[config.mk]
export PLATFORM = sky130hd
export DESIGN_NAME = uart_rx
export DESIGN_NICKNAME = d
export VERILOG_FILES = /design/src/rtl/uart_rx.sv
export SDC_FILE = /design/constraint.sdc
export NUM_CORES = 1
export LEC_CHECK = 0
export BUFFER_PORTS_ARGS = -buffer_cell sky130_fd_sc_hd__buf_2
export CORE_ASPECT_RATIO = 1.2
export CORE_MARGIN = 10
export CORE_UTILIZATION = 45
export CTS_BUF_LIST = sky130_fd_sc_hd__clkbuf_8 sky130_fd_sc_hd__clkbuf_16
export DETAILED_ROUTE_END_ITERATION = 10
export GPL_TIMING_DRIVEN = 1
export PLACE_DENSITY = 0.61
export SETUP_SLACK_MARGIN = 0.5
export SYNTH_ARGS = -nofsm -noshare
export SYNTH_HDL_FRONTEND = slang
export SYNTH_SLANG_ARGS = --single-unit
[constraint.sdc]
create_clock -name clk -period 2.6 [get_ports clk]
set_input_delay 0.26 -clock clk [delete_from_list [all_inputs] [get_ports clk]]
set_output_delay 0.26 -clock clk [all_outputs]
set_load 0.05 [all_outputs]
[src/rtl/uart_rx.sv]
// 8N1 UART receiver: two-flop RX synchronizer, mid-bit sampling FSM,
// sticky rdy/frm_err flags and a registered received byte.
`timescale 1ns/1ps
module uart_rx #(
  parameter int BAUD_DIV = 2604
) (
  input  logic       clk,
  input  logic       rst_n,
  input  logic       RX,
  input  logic       clr_rdy,
  output logic [7:0] rx_data,
  output logic       rdy,
  output logic       frm_err
);

  localparam int CW   = $clog2(BAUD_DIV);
  localparam int HALF = BAUD_DIV >> 1;
  localparam logic [CW-1:0] HALF_M1 = CW'(HALF - 1);
  localparam logic [CW-1:0] FULL_M1 = CW'(BAUD_DIV - 1);
  localparam logic [CW-1:0] CNT_ONE = CW'(1);

  typedef enum logic {
    IDLE = 1'b0,
    RCV  = 1'b1
  } state_e;

  state_e        state_q, state_d;
  logic          rx_meta_q, rx_s_q;
  logic [CW-1:0] baud_cnt_q, baud_cnt_d;
  logic [3:0]    bit_cnt_q, bit_cnt_d;
  logic [7:0]    shift_q, shift_d;
  logic [7:0]    rx_data_q, rx_data_d;
  logic          rdy_q, rdy_d;
  logic          frm_err_q, frm_err_d;
  logic          sample_s;

  // RX synchronizer, preset to the idle level
  always_ff @(posedge clk or negedge rst_n) begin
    if (!rst_n) begin
      rx_meta_q <= 1'b1;
      rx_s_q    <= 1'b1;
    end else begin
      rx_meta_q <= RX;
      rx_s_q    <= rx_meta_q;
    end
  end

  // State and datapath registers
  always_ff @(posedge clk or negedge rst_n) begin
    if (!rst_n) begin
      state_q    <= IDLE;
      baud_cnt_q <= '0;
      bit_cnt_q  <= 4'd0;
      shift_q    <= 8'h00;
      rx_data_q  <= 8'h00;
      rdy_q      <= 1'b0;
      frm_err_q  <= 1'b0;
    end else begin
      state_q    <= state_d;
      baud_cnt_q <= baud_cnt_d;
      bit_cnt_q  <= bit_cnt_d;
      shift_q    <= shift_d;
      rx_data_q  <= rx_data_d;
      rdy_q      <= rdy_d;
      frm_err_q  <= frm_err_d;
    end
  end

  // Next-state logic; flag sets are written after clr_rdy so a set wins
  always_comb begin
    state_d    = state_q;
    baud_cnt_d = baud_cnt_q;
    bit_cnt_d  = bit_cnt_q;
    shift_d    = shift_q;
    rx_data_d  = rx_data_q;
    rdy_d      = rdy_q;
    frm_err_d  = frm_err_q;
    sample_s   = 1'b0;

    if (clr_rdy) begin
      rdy_d     = 1'b0;
      frm_err_d = 1'b0;
    end else begin
      rdy_d     = rdy_q;
      frm_err_d = frm_err_q;
    end

    case (state_q)
      IDLE: begin
        if (!rx_s_q) begin
          state_d    = RCV;
          baud_cnt_d = '0;
          bit_cnt_d  = 4'd0;
          rdy_d      = 1'b0;
          frm_err_d  = 1'b0;
        end else begin
          state_d = IDLE;
        end
      end
      RCV: begin
        // start bit is sampled half a bit in, the rest one full bit apart
        if (bit_cnt_q == 4'd0) begin
          sample_s = (baud_cnt_q == HALF_M1);
        end else begin
          sample_s = (baud_cnt_q == FULL_M1);
        end
        if (sample_s) begin
          baud_cnt_d = '0;
          if (bit_cnt_q == 4'd0) begin
            if (rx_s_q) begin
              state_d = IDLE;
            end else begin
              bit_cnt_d = 4'd1;
            end
          end else if (bit_cnt_q == 4'd9) begin
            state_d = IDLE;
            if (rx_s_q) begin
              rx_data_d = shift_q;
              rdy_d     = 1'b1;
            end else begin
              frm_err_d = 1'b1;
            end
          end else begin
            shift_d   = {rx_s_q, shift_q[7:1]};
            bit_cnt_d = bit_cnt_q + 4'd1;
          end
        end else begin
          baud_cnt_d = baud_cnt_q + CNT_ONE;
        end
      end
      default: begin
        state_d = IDLE;
      end
    endcase
  end

  assign rx_data = rx_data_q;
  assign rdy     = rdy_q;
  assign frm_err = frm_err_q;

endmodule

==> Word level (Yosys, flattened, before mapping) <==
Cells that the tools add are included.
{ "totals": {"in_bits": 4, "register_bits": 37, "output_inout_bits": 10} }
{ "op_classes": {"reduce_logical": 4, "n_addsub": 2, "eq_ne": 7, "n_bitwise": 3, "muxes": 30} }
{ "ops": {"columns": ["cell", "count"], "rows": [
  ["two-way mux 12 bit", 2],
  ["one-hot mux 12 bit (2 select lines)", 1],
  ["two-way mux 4 bit", 5],
  ["two-way mux 1 bit", 18],
  ["adder 12 x 1 -> 12 bit (second input constant)", 1],
  ["equality test 12 x 11 -> 1 bit (second input constant)", 1],
  ["equality test 12 bit (second input constant)", 1],
  ["one-hot mux 4 bit (2 select lines)", 1],
  ["AND reduction 4 bit", 2],
  ["!= test 3 bit (second input constant)", 2],
  ["one-hot mux 1 bit (2 select lines)", 3],
  ["AND reduction 5 bit", 1],
  ["adder 4 x 1 -> 4 bit (second input constant)", 1],
  ["equality test 4 bit (second input constant)", 1],
  ["logical NOT 4 bit", 1],
  ["NOT 1 bit", 3],
  ["!= test 2 x 1 -> 1 bit (second input constant)", 1],
  ["!= test 2 bit (second input constant)", 1]
]} }

==> Logic depth before layout (Yosys ltp) <==
Gate-level depths: netlist of run 1.
{ "logic_depth": {"word_depth": 6, "mapped_depth": 7, "ltp_nobuf": 7} }

==> Worst setup path before layout of run 1 <==
Ideal clock, no wire load.
{ "synth_path": {"kind": "reg-to-reg", "start": "reg bit_cnt_q[0]", "end": "reg rx_data_q[1] (netlist: rx_data[1])", "arrival_time_ps": 2233, "synth_period_minus_slack_ps": 2358, "setup_time_ps": 125, "path_stages_with_launch": 7, "required_ps": 2475, "setup_slack_ps": 242, "n_path_buf": 0, "path_cell_list": "dfrtp_1 inv_1 ha_1 or3b_4 mux2_4 nor4_4 mux2_2"} }
{ "synth_via": {"elab_chain_cells": 4} }
{ "synth_lines": {"columns": ["element", "line", "text"], "rows": [
  ["start, declared", "30", "logic [3:0] bit_cnt_q, bit_cnt_d;"],
  ["start signal, assigned", "61", "bit_cnt_q <= bit_cnt_d;"],
  ["logical NOT 4 bit", "102, 109", null],
  ["two-way mux 1 bit", "102", "if (bit_cnt_q == 4'd0) begin"],
  ["two-way mux 1 bit", "88", "case (state_q)"],
  ["AND reduction 5 bit (no source line) (*)", null, null],
  ["end signal, assigned", "63", "rx_data_q <= rx_data_d;"],
  ["end, declared", "32", "logic [7:0] rx_data_q, rx_data_d;"]
]} }
Every way passes the cells marked *; elsewhere a longest branch is shown, timed or not. The select of a mux whose other input is x is not followed.
A chain may end at the register's enable or synchronous reset.

==> Final worst setup path of run 1 <==
{ "layout_path": {"start": "reg bit_cnt_q[1]", "end": "reg shift_q[4]"} }
{ "layout_via": {"elab_chain_cells": 4} }
{ "layout_lines": {"columns": ["element", "line", "text"], "rows": [
  ["logical NOT 4 bit", "102, 109", null],
  ["two-way mux 1 bit", "102", null],
  ["two-way mux 1 bit", "88", null],
  ["AND reduction 4 bit (no source line) (*)", null, null],
  ["end signal, assigned", "62", "shift_q <= shift_d;"],
  ["end, declared", "31", "logic [7:0] shift_q, shift_d;"]
]} }
Marks and branches as above.

==> key figures, run 1 <==
Placement
  – GP Congestion: 0.9335
  – Place WS: 0.2678 ns
  – Dpl cells: around 210
  – Final HPWL DP: about 2.5 mm
  – Buffers on Ports: 13

Floorplanning
  – Area of the core: ~3700 um2
  – Rows: 24
  – Initial core utilization: between 40% and 50%
  – Die height: 88.13 um
  – DIE WIDTH: roughly 77 um
  – Ports: 14
  – DIE AREA: just under 7000 um2

Yosys
  – Post-synth design cell area: between 1500 and 2000 um2
  – Adder-cell area share of the yosys netlist: between 2 and 3%
  – Asr flop ratio synth: 100.0%
  – Synth Warn #: 0
  – Net Count, Synth: about 160
  – Flops & latches, synth: 37
  – Top FF cell, synth: dfrtp_1
  – Post-synth EDFFs: 0
  – Cells after Synth: 149
  – Post-synth cell types: 34
  – Mux cell area share after synthesis: a little over an eighth
  – Synth Area in XOR/XNOR: 4.026%
  – Largest family of logic cells by synthesized area: simple AND/OR/NAND/NOR gates
  – Post-synthesis compound-gate area fraction: under 10%
  – Synth Area in Simple Gates: 17.04%
  – Seq/Total Area, Yosys: a little over half
  – Avg Inst Size Synth: about 12 um2

Routing
  – Initial drt markers: between 100 and 150
  – DRT antenna net count: 0
  – Drt pass-1 iters: 4
  – Vias/cell: roughly 5.4
  – WL per Instance: 15.93 um
  – Vias: between 1k and 1.5k
  – DRC: 0
  – WL final: between 3 and 4 mm

Power and ir drop
  – Cell Pwr Density: around 470 nW/um2
  – Pleak: between 1 and 1.5 nW
  – Worst vdd ir: around 0.00032 V

Min path
  – HP Class: input port to async pin

Clock network
  – Skew-Pair Late Insertion Delay: 0.29 ns
  – CTS clk-pin slew, worst paths: 0.08 ns
  – Root buffer cell: clkbuf_8
  – Clock buffer depth: 2
  – Clock buffer count from CTS: 5
  – CTS tree: yes
  – Sink Count: 37
  – H-tree Lvls: 2
  – Hold-fix buffers, CTS: 0

Timing
  – Clk_skew: around 0.011 ns
  – Slew Viols, Final: 0
  – Final hold viol count: 0
  – Slew margin rel.: a little under half
  – Final worst-path cycle share: between 80% and 90%
  – Post-layout min period: approximately 2.3 ns
  – Fin Hold WS: approximately 0.051 ns
  – Fmax: approximately 0.43 GHz
  – Final TNS setup: 0 ns
  – Least-Margin Pin Slew: 0.8034 ns
  – Unrepaired setup endpoints after global routing: true
  – Final worst setup slack: roughly 0.26 ns
  – Setup-failing EPs final: 0

Critical path
  – Critical path endpoint category: flop
  – R2R cell count: 7
  – FF-to-FF Start: bit_cnt_q[1]
  – Worst Path Max Fanout: 5
  – FF-to-FF End: shift_q[4]
  – Startpoint Class: flop
  – CP Capture Point: shift_q[4]
  – Flop2flop setup slack: ~0.26 ns
  – Worst setup path startpoint: bit_cnt_q[1]
  – WP data arrival: about 2.5 ns
  – WS Path Type: flop to flop
  – Critical Path RT: 2.77 ns

Global route
  – Grt ovf: 0
  – Largest net degree at the start of global routing: 38
  – First-pass GRT wire length: 6.341 mm
  – Global Route Usage Sum: between 10% and 20%
  – Vias in the first global route: 1345
  – Antenna violations before repair: 0

Finish
  – Fill count: ~320
  – Sequential cell area: just over 900 um2
  – Fin util: between 50% and 60%
  – Layout cells sized above 1: 35.20%
  – NumNets Final: ~190
  – Area taken by multi-input logic gates: around 850 um2
  – Syn-to-layout area delta: 21.93%
  – Non-Filler Instances: about 230
  – Number of diodes: 0

Job
  – Max cap viols: 0

Outcome
  – Outcome: finished, final reports clean
-- metal layers --
metal | wire [um] | global-route usage (%) | vias up
li1 | - | - | 592
met1 | 1652 | 13.44 | 630
met2 | 1841 | 19.49 | 24
met3 | 158 | 4.098 | 4
met4 | 29 | 3.046 | 0
met5 | 0 | 0 | -
-- synthesized netlist by cell type, types with 2 or more instances --
| cell | count | share of area (%) |
|---|---|---|
| nand3b_1 | 2 | 0.86 |
| clkbuf_1 | 3 | 0.65 |
| a21o_1 | 3 | 1.3 |
| nor2_1 | 14 | 3.0 |
| mux2i_1 | 4 | 2.3 |
| mux2_2 | 14 | 9.1 |
| and3_1 | 4 | 1.4 |
| dfrtp_1 | 35 | 50 |
| ha_1 | 4 | 2.9 |
| dfstp_2 | 2 | 3.0 |
| a31oi_1 | 2 | 0.72 |
| a21oi_1 | 3 | 0.86 |
| o21ai_0 | 9 | 2.6 |
| mux2_1 | 2 | 1.3 |
| and4_1 | 2 | 1.0 |
| nand3_1 | 6 | 1.7 |
| inv_1 | 4 | 0.86 |
| nand4_1 | 5 | 1.8 |
| nor4_4 | 2 | 2.4 |
| xor2_1 | 7 | 3.5 |
| nand2_1 | 9 | 1.9 |
-- power by group --
part	switching, mW	internal, mW	leakage [nW]
clock network	0.198	0.208	0.0538
registers	0.00231	0.578	0.495
logic	0.0131	0.00279	0.508
total	0.213	0.789	1.06
-- cells by family after synthesis --
kind of cell | count (synthesis)
AOI/OAI and AO/OA | 21
buffers and inverters | 8
muxes | 21
DFF | 37
adders and majority gates | 4
xor gates and xnor gates | 8
and+or+nand+nor | 50
-- critical path, stage by stage, from the launching register on --
cell	delay, ns
dfrtp_1	0.40
inv_2	0.09
ha_4	0.13
or3b_4	0.40
mux2_4	0.35
nor4_4	0.34
buf_6	0.19
mux2_4	0.30
-- flip-flops by register name (all words and copies together) (netlist names) --
signal / flops
baud_cnt_q: 12
rx_meta_q: 1
bit_cnt_q: 4
rx_data: 8
shift_q: 8
state_q: 1
rdy: 1
frm_err: 1
rx_s_q: 1
-- layout by cell type, fill, tap and decap left out, types with 2 or more instances in the layout --
cell type	count
nand4_1	5
dfstp_2	2
clkbuf_8	6
nand3b_1	2
inv_2	2
mux2_2	7
buf_4	9
buf_2	13
xor2_1	7
nor4_4	2
buf_6	4
a21o_1	2
nand3_1	6
mux2_4	9
mux2i_1	3
and3_1	4
ha_1	3
nor2_1	14
nand2_1	8
inv_1	4
o21ai_0	8
a31oi_1	2
dfrtp_1	35
and4_1	2
a21oi_1	2
-- per-stage QoR --
step                instance area [um2]  power (mW)
floorplan                          1744      0.5936
global placement                   1889      0.6078
detailed placement                 1889      0.6084
CTS                                2093       1.015
global route                       2122       1.043
finish                             2122       1.003
-- final cells by class --
| type | instances | area share [%] |
|---|---|---|
| clock buffers | 6 | 3.892 |
| clock inverters | 2 | 0.3538 |
| inverters | 4 | 0.7075 |
| multi-input cells | 104 | 39.86 |
| flip-flops and latches | 37 | 43.75 |
| well taps | 52 | 3.066 |
| repair buffers | 26 | 8.373 |
-- worst min-delay path by stage --
stage | cells after the start | endpoint | startpoint
2_1_floorplan | 0 | baud_cnt_q[0] | rst_n
3_3_place_gp | 0 | rx_s_q | rx_meta_q
3_5_place_dp | 0 | rx_s_q | rx_meta_q
4_1_cts | 1 | rx_meta_q | RX
5_1_grt | 1 | rx_meta_q | RX
6_report | 1 | bit_cnt_q[2] | rst_n
-- what timing repair did --
action | in CTS | in global routing
setup buffers | 6 | 2
resized for setup | 19 | 4
endpoints found under the setup margin | 32 | 30
pin swaps | 3 | 4
gates cloned | 1 | 0
Note: power is estimated with default switching activity, not from simulation.
==> run 2: changes to the inputs <==
Settings changed: ABC_AREA set to 1, PLACE_DENSITY 0.61 to 0.6.
==> key figures, run 2 <==
Timing
  – Least-Margin Pin Slew: 0.8125 ns (+0.009060 ns)
  – Setup-failing EPs final: 0 (unchanged)
  – Final TNS setup: 0 ns (unchanged)
  – Final worst setup slack: 0.6981 ns (+0.4368 ns)
  – Post-layout min period: 1.902 ns (-0.4368 ns)
  – Fmax: 0.5258 GHz (+23%)
  – Clk_skew: 0.005446 ns (-0.005633 ns)
  – Slew Viols, Final: 0 (unchanged)
  – Final worst-path cycle share: 73.15% (-17 points)
  – Final hold viol count: 0 (unchanged)
  – Unrepaired setup endpoints after global routing: false
  – Slew margin rel.: 45.83% (-0.60 points)
  – Fin Hold WS: 0.06224 ns (+0.01170 ns)

Global route
  – Grt ovf: 0 (unchanged)
  – Antenna violations before repair: 0 (unchanged)
  – First-pass GRT wire length: 6.334 mm (-0.11%)
  – Largest net degree at the start of global routing: 38 (unchanged)
  – Vias in the first global route: 1429 (+6.2%)
  – Global Route Usage Sum: 10.78% (-0.68 points)

Min path
  – HP Class: input port to async pin

Critical path
  – Worst Path Max Fanout: 12 (+7)
  – WP data arrival: 2.07 ns (-0.43 ns)
  – Startpoint Class: flop
  – WS Path Type: flop to flop
  – Flop2flop setup slack: 0.70 ns (+0.44 ns)
  – Critical Path RT: 2.77 ns (about the same)
  – R2R cell count: 10 (+3)
  – Critical path endpoint category: flop

Placement
  – Final HPWL DP: 2.711 mm (+9.2%)
  – Place WS: 0.5756 ns (+0.3078 ns)
  – Buffers on Ports: 13 (unchanged)
  – GP Congestion: 0.8187 (-12%)
  – Dpl cells: 286 (+34%)

Finish
  – Max reg flops: 12 (unchanged)
  – Commonest non-fill, non-tap cells in the layout: 58 x nand2_1, 35 x dfrtp_1, 26 x inv_1
  – Layout cells sized above 1: 23.75% (-11 points)
  – Number of diodes: 0 (unchanged)
  – Syn-to-layout area delta: 11.73%
  – NumNets Final: 247 (+33%)
  – Area taken by multi-input logic gates: 848.3 um2 (+0.30%)
  – Non-Filler Instances: 294 (+27%)
  – Sequential cell area: 928.4 um2 (unchanged)
  – Largest Register: baud_cnt_q
  – Fill count: 370 (+17%)
  – Leading cell type in the layout, fill and taps excluded: nand2_1

Power and ir drop
  – Cell Pwr Density: 516.0 nW/um2 (+9.2%)
  – Clk pwr share: 46.2% (+5.7 points)
  – Comb power frac: 1.5% (about the same)
  – Switching Fraction: 19.43% (-1.8 points)
  – Pleak: 1.043 nW (-1.4%)
  – Net Switching: 0.2152 mW (+0.85%)
  – Seq pwr share: 52.3% (-5.6 points)
  – P_int: 0.8922 mW (+13%)
  – Worst vdd ir: 0.0003042 V (-6.2%)

Routing
  – Vias: 1440 (+15%)
  – Met2 WL: 1.777 mm (-3.5%)
  – Initial drt markers: 83 (-21%)
  – DRT met1 WL: 1.719 mm (+4.1%)
  – DRT antenna net count: 0 (unchanged)
  – Drt pass-1 iters: 4 (unchanged)
  – Highest Signal Layer: met4
  – WL final: 3.669 mm (-0.30%)
  – Vias/cell: 4.898 (-9.5%)
  – WL per Instance: 12.48 um (-22%)
  – DRC: 0 (unchanged)
  – Met3 Wirelength: 99 um (-37%)

Yosys
  – Post-synth top area cell: dfrtp_1
  – Seq/Total Area, Yosys: 48.34% (-5.0 points)
  – Asr flop ratio synth: 100.0% (unchanged)
  – Synth Warn #: 0 (unchanged)
  – Post-synth EDFFs: 0 (unchanged)
  – Post-synth design cell area: 1921 um2 (+10%)
  – Area share of the largest cell type after synthesis: 45.60% (-4.7 points)
  – Most common cell in the netlist: nand2_1
  – Top FF cell, synth: dfrtp_1
  – Post-synth cell types: 28 (-18%)
  – Leading cell types by count after synthesis: 59 x nand2_1, 35 x dfrtp_1, 26 x inv_1
  – Area contributors post-synth: dfrtp_1 46%, nand2_1 12%, o21ai_2 7.3%, inv_1 5.1%, nand3_1 4.4%
  – Cells after Synth: 222 (+49%)
  – Flops & latches, synth: 37 (unchanged)
  – Net Count, Synth: 230 (+46%)
  – Avg Inst Size Synth: 8.651 um2 (-26%)

Clock network
  – Post-CTS Resized: 0 (-19)
  – Root buffer cell: clkbuf_8
  – H-tree Lvls: 2 (unchanged)
  – Skew-Pair Late Insertion Delay: 0.29 ns (about the same)
  – CTS clk-pin slew, worst paths: 0.07 ns (about the same)
  – Sink Count: 37 (unchanged)
  – CTS tree: yes
  – Clock buffer count from CTS: 5 (unchanged)
  – Clock buffer depth: 2 (unchanged)
  – Post-CTS setup buffer count: 0 (-6)
  – Hold-fix buffers, CTS: 0 (unchanged)

Floorplanning
  – Ports: 14 (unchanged)
  – DIE AREA: 7292 um2 (+7.8%)
  – Initial core utilization: 47.60% (+0.48 points)
  – DIE WIDTH: 79.64 um (+3.7%)
  – Area of the core: 4035 um2 (+9.2%)
  – Rows: 25 (+4.2%)
  – Die height: 91.57 um (+3.9%)

Outcome
  – Outcome: finished, final reports clean

Job
  – Max cap viols: 0 (unchanged)
-- run 2: changes by cell type after synthesis, sizes merged, moves of 4 or more --
| cell | previous run | this run |
|---|---|---|
| and3 | 4 | 0 |
| inv | 4 | 31 |
| mux2 | 17 | 0 |
| mux2i | 4 | 0 |
| nand2 | 9 | 64 |
| nand3 | 6 | 19 |
| nor3 | 1 | 5 |
| o21ai | 9 | 24 |
| o22ai | 0 | 5 |
-- run 2: metrics by stage --
stage               instance area (um2)  power, mW  utilization, %
floorplan                          1921     0.5930               -
global placement                   2023     0.6075           50.14
detailed placement                 2023     0.6074           50.14
CTS                                2143      1.125           53.12
global route                       2146      1.147           53.18
finish                             2146      1.107           53.18
-- run 2: cell type report --
class / instances / share of cell area, %
well taps: 54 / 3.149
repair buffers: 13 / 3.032
multi-input cells: 151 / 39.53
flip-flops and latches: 37 / 43.27
clock inverters: 2 / 1.749
inverters: 31 / 5.423
clock buffers: 6 / 3.848
-- run 2: layer usage --
metal,track usage [%],vias up
met2,17.70,18
met1,12.51,668
met5,0,-
met3,3.353,8
met4,4.491,0
li1,-,746
-- run 2: worst max-delay path, stage by stage, from the launching register on --
cell	delay, ns
dfrtp_1	0.44
inv_1	0.08
ha_1	0.19
nand2_2	0.07
nor2_2	0.14
nand2_1	0.09
nand2_2	0.07
nand3_1	0.12
nand2_2	0.23
inv_1	0.08
or2_2	0.28
-- run 2: worst paths after layout --
kind / startpoint / to
max in group asynchronous: rst_n / bit_cnt_q[1]
setup / recovery: bit_cnt_q[0] / state_q
hold reg to reg: rx_meta_q / rx_s_q
hold / removal: rst_n / baud_cnt_q[3]
min in group clk: RX / rx_meta_q
setup reg to reg: bit_cnt_q[0] / state_q
-- run 2: power groups by stage --
| stage | Clock, mW | Combinational [mW] | Sequential (mW) |
|---|---|---|---|
| after floorplan | 0 | 0.00311 | 0.590 |
| after global placement | 0 | 0.0177 | 0.590 |
| after detailed placement | 0 | 0.0176 | 0.590 |
| after CTS | 0.529 | 0.0177 | 0.579 |
| after global routing | 0.548 | 0.0197 | 0.579 |
| final | 0.512 | 0.0166 | 0.579 |
-- run 2: kinds of logic (layout without fill, tap and decap cells) --
family | Yosys count | after routing | synth area share [%]
simple gates | 108 | 108 | 26.12
buf+inv | 34 | 52 | 7.622
flops | 37 | 37 | 48.34
compound gates | 31 | 31 | 11.66
fa+ha+maj | 4 | 4 | 2.606
xor+xnor | 8 | 8 | 3.648
==> run 3: changes to the inputs <==
Settings changed: PLACE_DENSITY 0.6 to 0.63.
Clock period 2.6 ns to 1.69 ns, I/O delays scaled along.
==> key figures, run 3 (same netlist as run 2, synthesis figures left out) <==
Outcome
  – Outcome: finished, final reports clean

Timing
  – Final worst setup slack: 0.05350 ns (-0.6446 ns)
  – Setup-failing EPs final: 0 (unchanged)
  – Post-layout min period: 1.636 ns (-0.2654 ns)
  – Final worst-path cycle share: 96.83% (+24 points)
  – Final TNS setup: 0 ns (unchanged)
  – Clk_skew: 0.01494 ns (+0.009493 ns)
  – Fmax: 0.6111 GHz (+16%)
  – Fin Hold WS: 0.1571 ns (+0.09485 ns)
  – Slew margin rel.: 68.30% (+22 points)
  – Least-Margin Pin Slew: 0.4755 ns (-0.3370 ns)
  – Final hold viol count: 0 (unchanged)
  – Slew Viols, Final: 0 (unchanged)
  – Unrepaired setup endpoints after global routing: true

Floorplanning
  – DIE AREA: 7292 um2 (unchanged)
  – Die height: 91.57 um (unchanged)
  – Initial core utilization: 47.60% (unchanged)
  – Area of the core: 4035 um2 (unchanged)
  – Ports: 14 (unchanged)
  – DIE WIDTH: 79.64 um (unchanged)
  – Rows: 25 (unchanged)

Finish
  – Syn-to-layout area delta: 35.37%
  – NumNets Final: 272 (+10%)
  – Fin util: 64.43% (+11 points)
  – Fill count: 340 (-8.1%)
  – Max reg flops: 12 (unchanged)
  – Largest Register: baud_cnt_q
  – Number of diodes: 0 (unchanged)
  – Layout cells sized above 1: 45.45% (+22 points)
  – Commonest non-fill, non-tap cells in the layout: 39 x nand2_1, 32 x dfrtp_1, 21 x inv_1
  – Leading cell type in the layout, fill and taps excluded: nand2_1
  – Non-Filler Instances: 318 (+8.2%)
  – Design Area, Final: 2600 um2 (+21%)

Critical path
  – WS Path Type: flop to flop
  – Critical path endpoint category: flop
  – WP data arrival: 1.81 ns (-0.26 ns)
  – Worst Path Max Fanout: 5 (-7)
  – Critical Path RT: 1.86 ns (-0.91 ns)
  – Startpoint Class: flop

Placement
  – Final HPWL DP: 2.799 mm (+3.3%)
  – Dpl cells: 294 (+2.8%)
  – GP Congestion: 0.8650 (+5.7%)
  – Buffers on Ports: 13 (unchanged)
  – Post-DP Area: 2103 um2 (+4.0%)
  – Place WS: 0.01701 ns (-0.5586 ns)

Routing
  – DRT antenna net count: 0 (unchanged)
  – Vias/cell: 4.956 (+1.2%)
  – WL final: 4.546 mm (+24%)
  – Vias: 1576 (+9.4%)
  – DRC: 0 (unchanged)
  – Initial drt markers: 76 (-8.4%)
  – WL per Instance: 14.30 um (+15%)
  – Drt pass-1 iters: 4 (unchanged)

Global route
  – First-pass GRT wire length: 7.610 mm (+20%)
  – Vias in the first global route: 1609 (+13%)
  – Largest net degree at the start of global routing: 38 (unchanged)
  – Global Route Usage Sum: 12.97% (+2.2 points)
  – Antenna violations before repair: 0 (unchanged)
  – Grt ovf: 0 (unchanged)

Clock network
  – Clock buffer depth: 2 (unchanged)
  – Skew-Pair Late Insertion Delay: 0.29 ns (about the same)
  – CTS tree: yes
  – Sink Count: 37 (unchanged)
  – H-tree Lvls: 2 (unchanged)
  – Clock buffer count from CTS: 5 (unchanged)
  – Root buffer cell: clkbuf_8
  – CTS clk-pin slew, worst paths: 0.07 ns (about the same)

Power and ir drop
  – Pwr Total: 1.562 mW (+41%)
  – Pleak: 1.184 nW (+14%)
  – Worst vdd ir: 0.0006481 V (+110%)
  – Cell Pwr Density: 600.8 nW/um2 (+16%)

Min path
  – HP Class: input port to flop

Job
  – Max cap viols: 0 (unchanged)
[run 3: changes by cell type in the layout (fill, tap and decap cells not counted), sizes merged]
cell	before	now
buf	13	34
dlygate4sd3	0	2
bufinv	1	0
nand2	64	66
[run 3: final cells by class]
cell class              instances  area, um2  share of cell area, %
clock inverters                 1      7.507                 0.2887
flip-flops and latches         37      932.1                  35.85
well taps                      54      67.56                  2.599
repair buffers                 36      286.5                  11.02
inverters                      31      118.9                  4.572
clock buffers                   6      82.58                  3.176
multi-input cells             153       1105                  42.49
[run 3: metal layers]
layer / vias up / GRT usage [%] / wire, um
met1: 758 / 14.68 / 1971
li1: 798 / - / -
met3: 8 / 3.452 / 75
met2: 12 / 22.36 / 2395
met5: - / 0 / 0
met4: 0 / 4.940 / 104
[run 3: worst max-delay path: stages, from the launching register on]
cell	delay, ns
dfrtp_2	0.44
nand2_1	0.12
inv_1	0.08
nor2_1	0.12
nand2_1	0.09
nor2_2	0.12
nand3_2	0.11
nand2_4	0.12
inv_2	0.04
or2_2	0.28
[run 3: repair_timing]
item                       CTS  global route
hold endpoints to repair    36             0
pin swaps                   16            17
hold buffers                 2             0
buffers inserted             9             4
cloned                       2             0
setup endpoints to repair   34            35
gates resized for setup     33            32
[run 3: path summary, 6_finish.rpt]
path                               start       endpoint  cells past startpoint  slack, ns
max                        baud_cnt_q[8]        state_q                      9       0.05
min                              clr_rdy            rdy                      4       0.16
max reg2reg                baud_cnt_q[8]        state_q                      9       0.05
min reg2reg                    rx_meta_q         rx_s_q                      0       0.36
max in group asynchronous          rst_n  baud_cnt_q[8]                      3       0.88
min in group asynchronous          rst_n  baud_cnt_q[2]                      3       0.45
[run 3: power breakdown]
part | total [mW] | internal (mW) | switching (mW)
clock | 0.640 | 0.322 | 0.317
combinational | 0.0324 | 0.00826 | 0.0241
sequential | 0.890 | 0.889 | 0.00108
total | 1.56 | 1.22 | 0.342
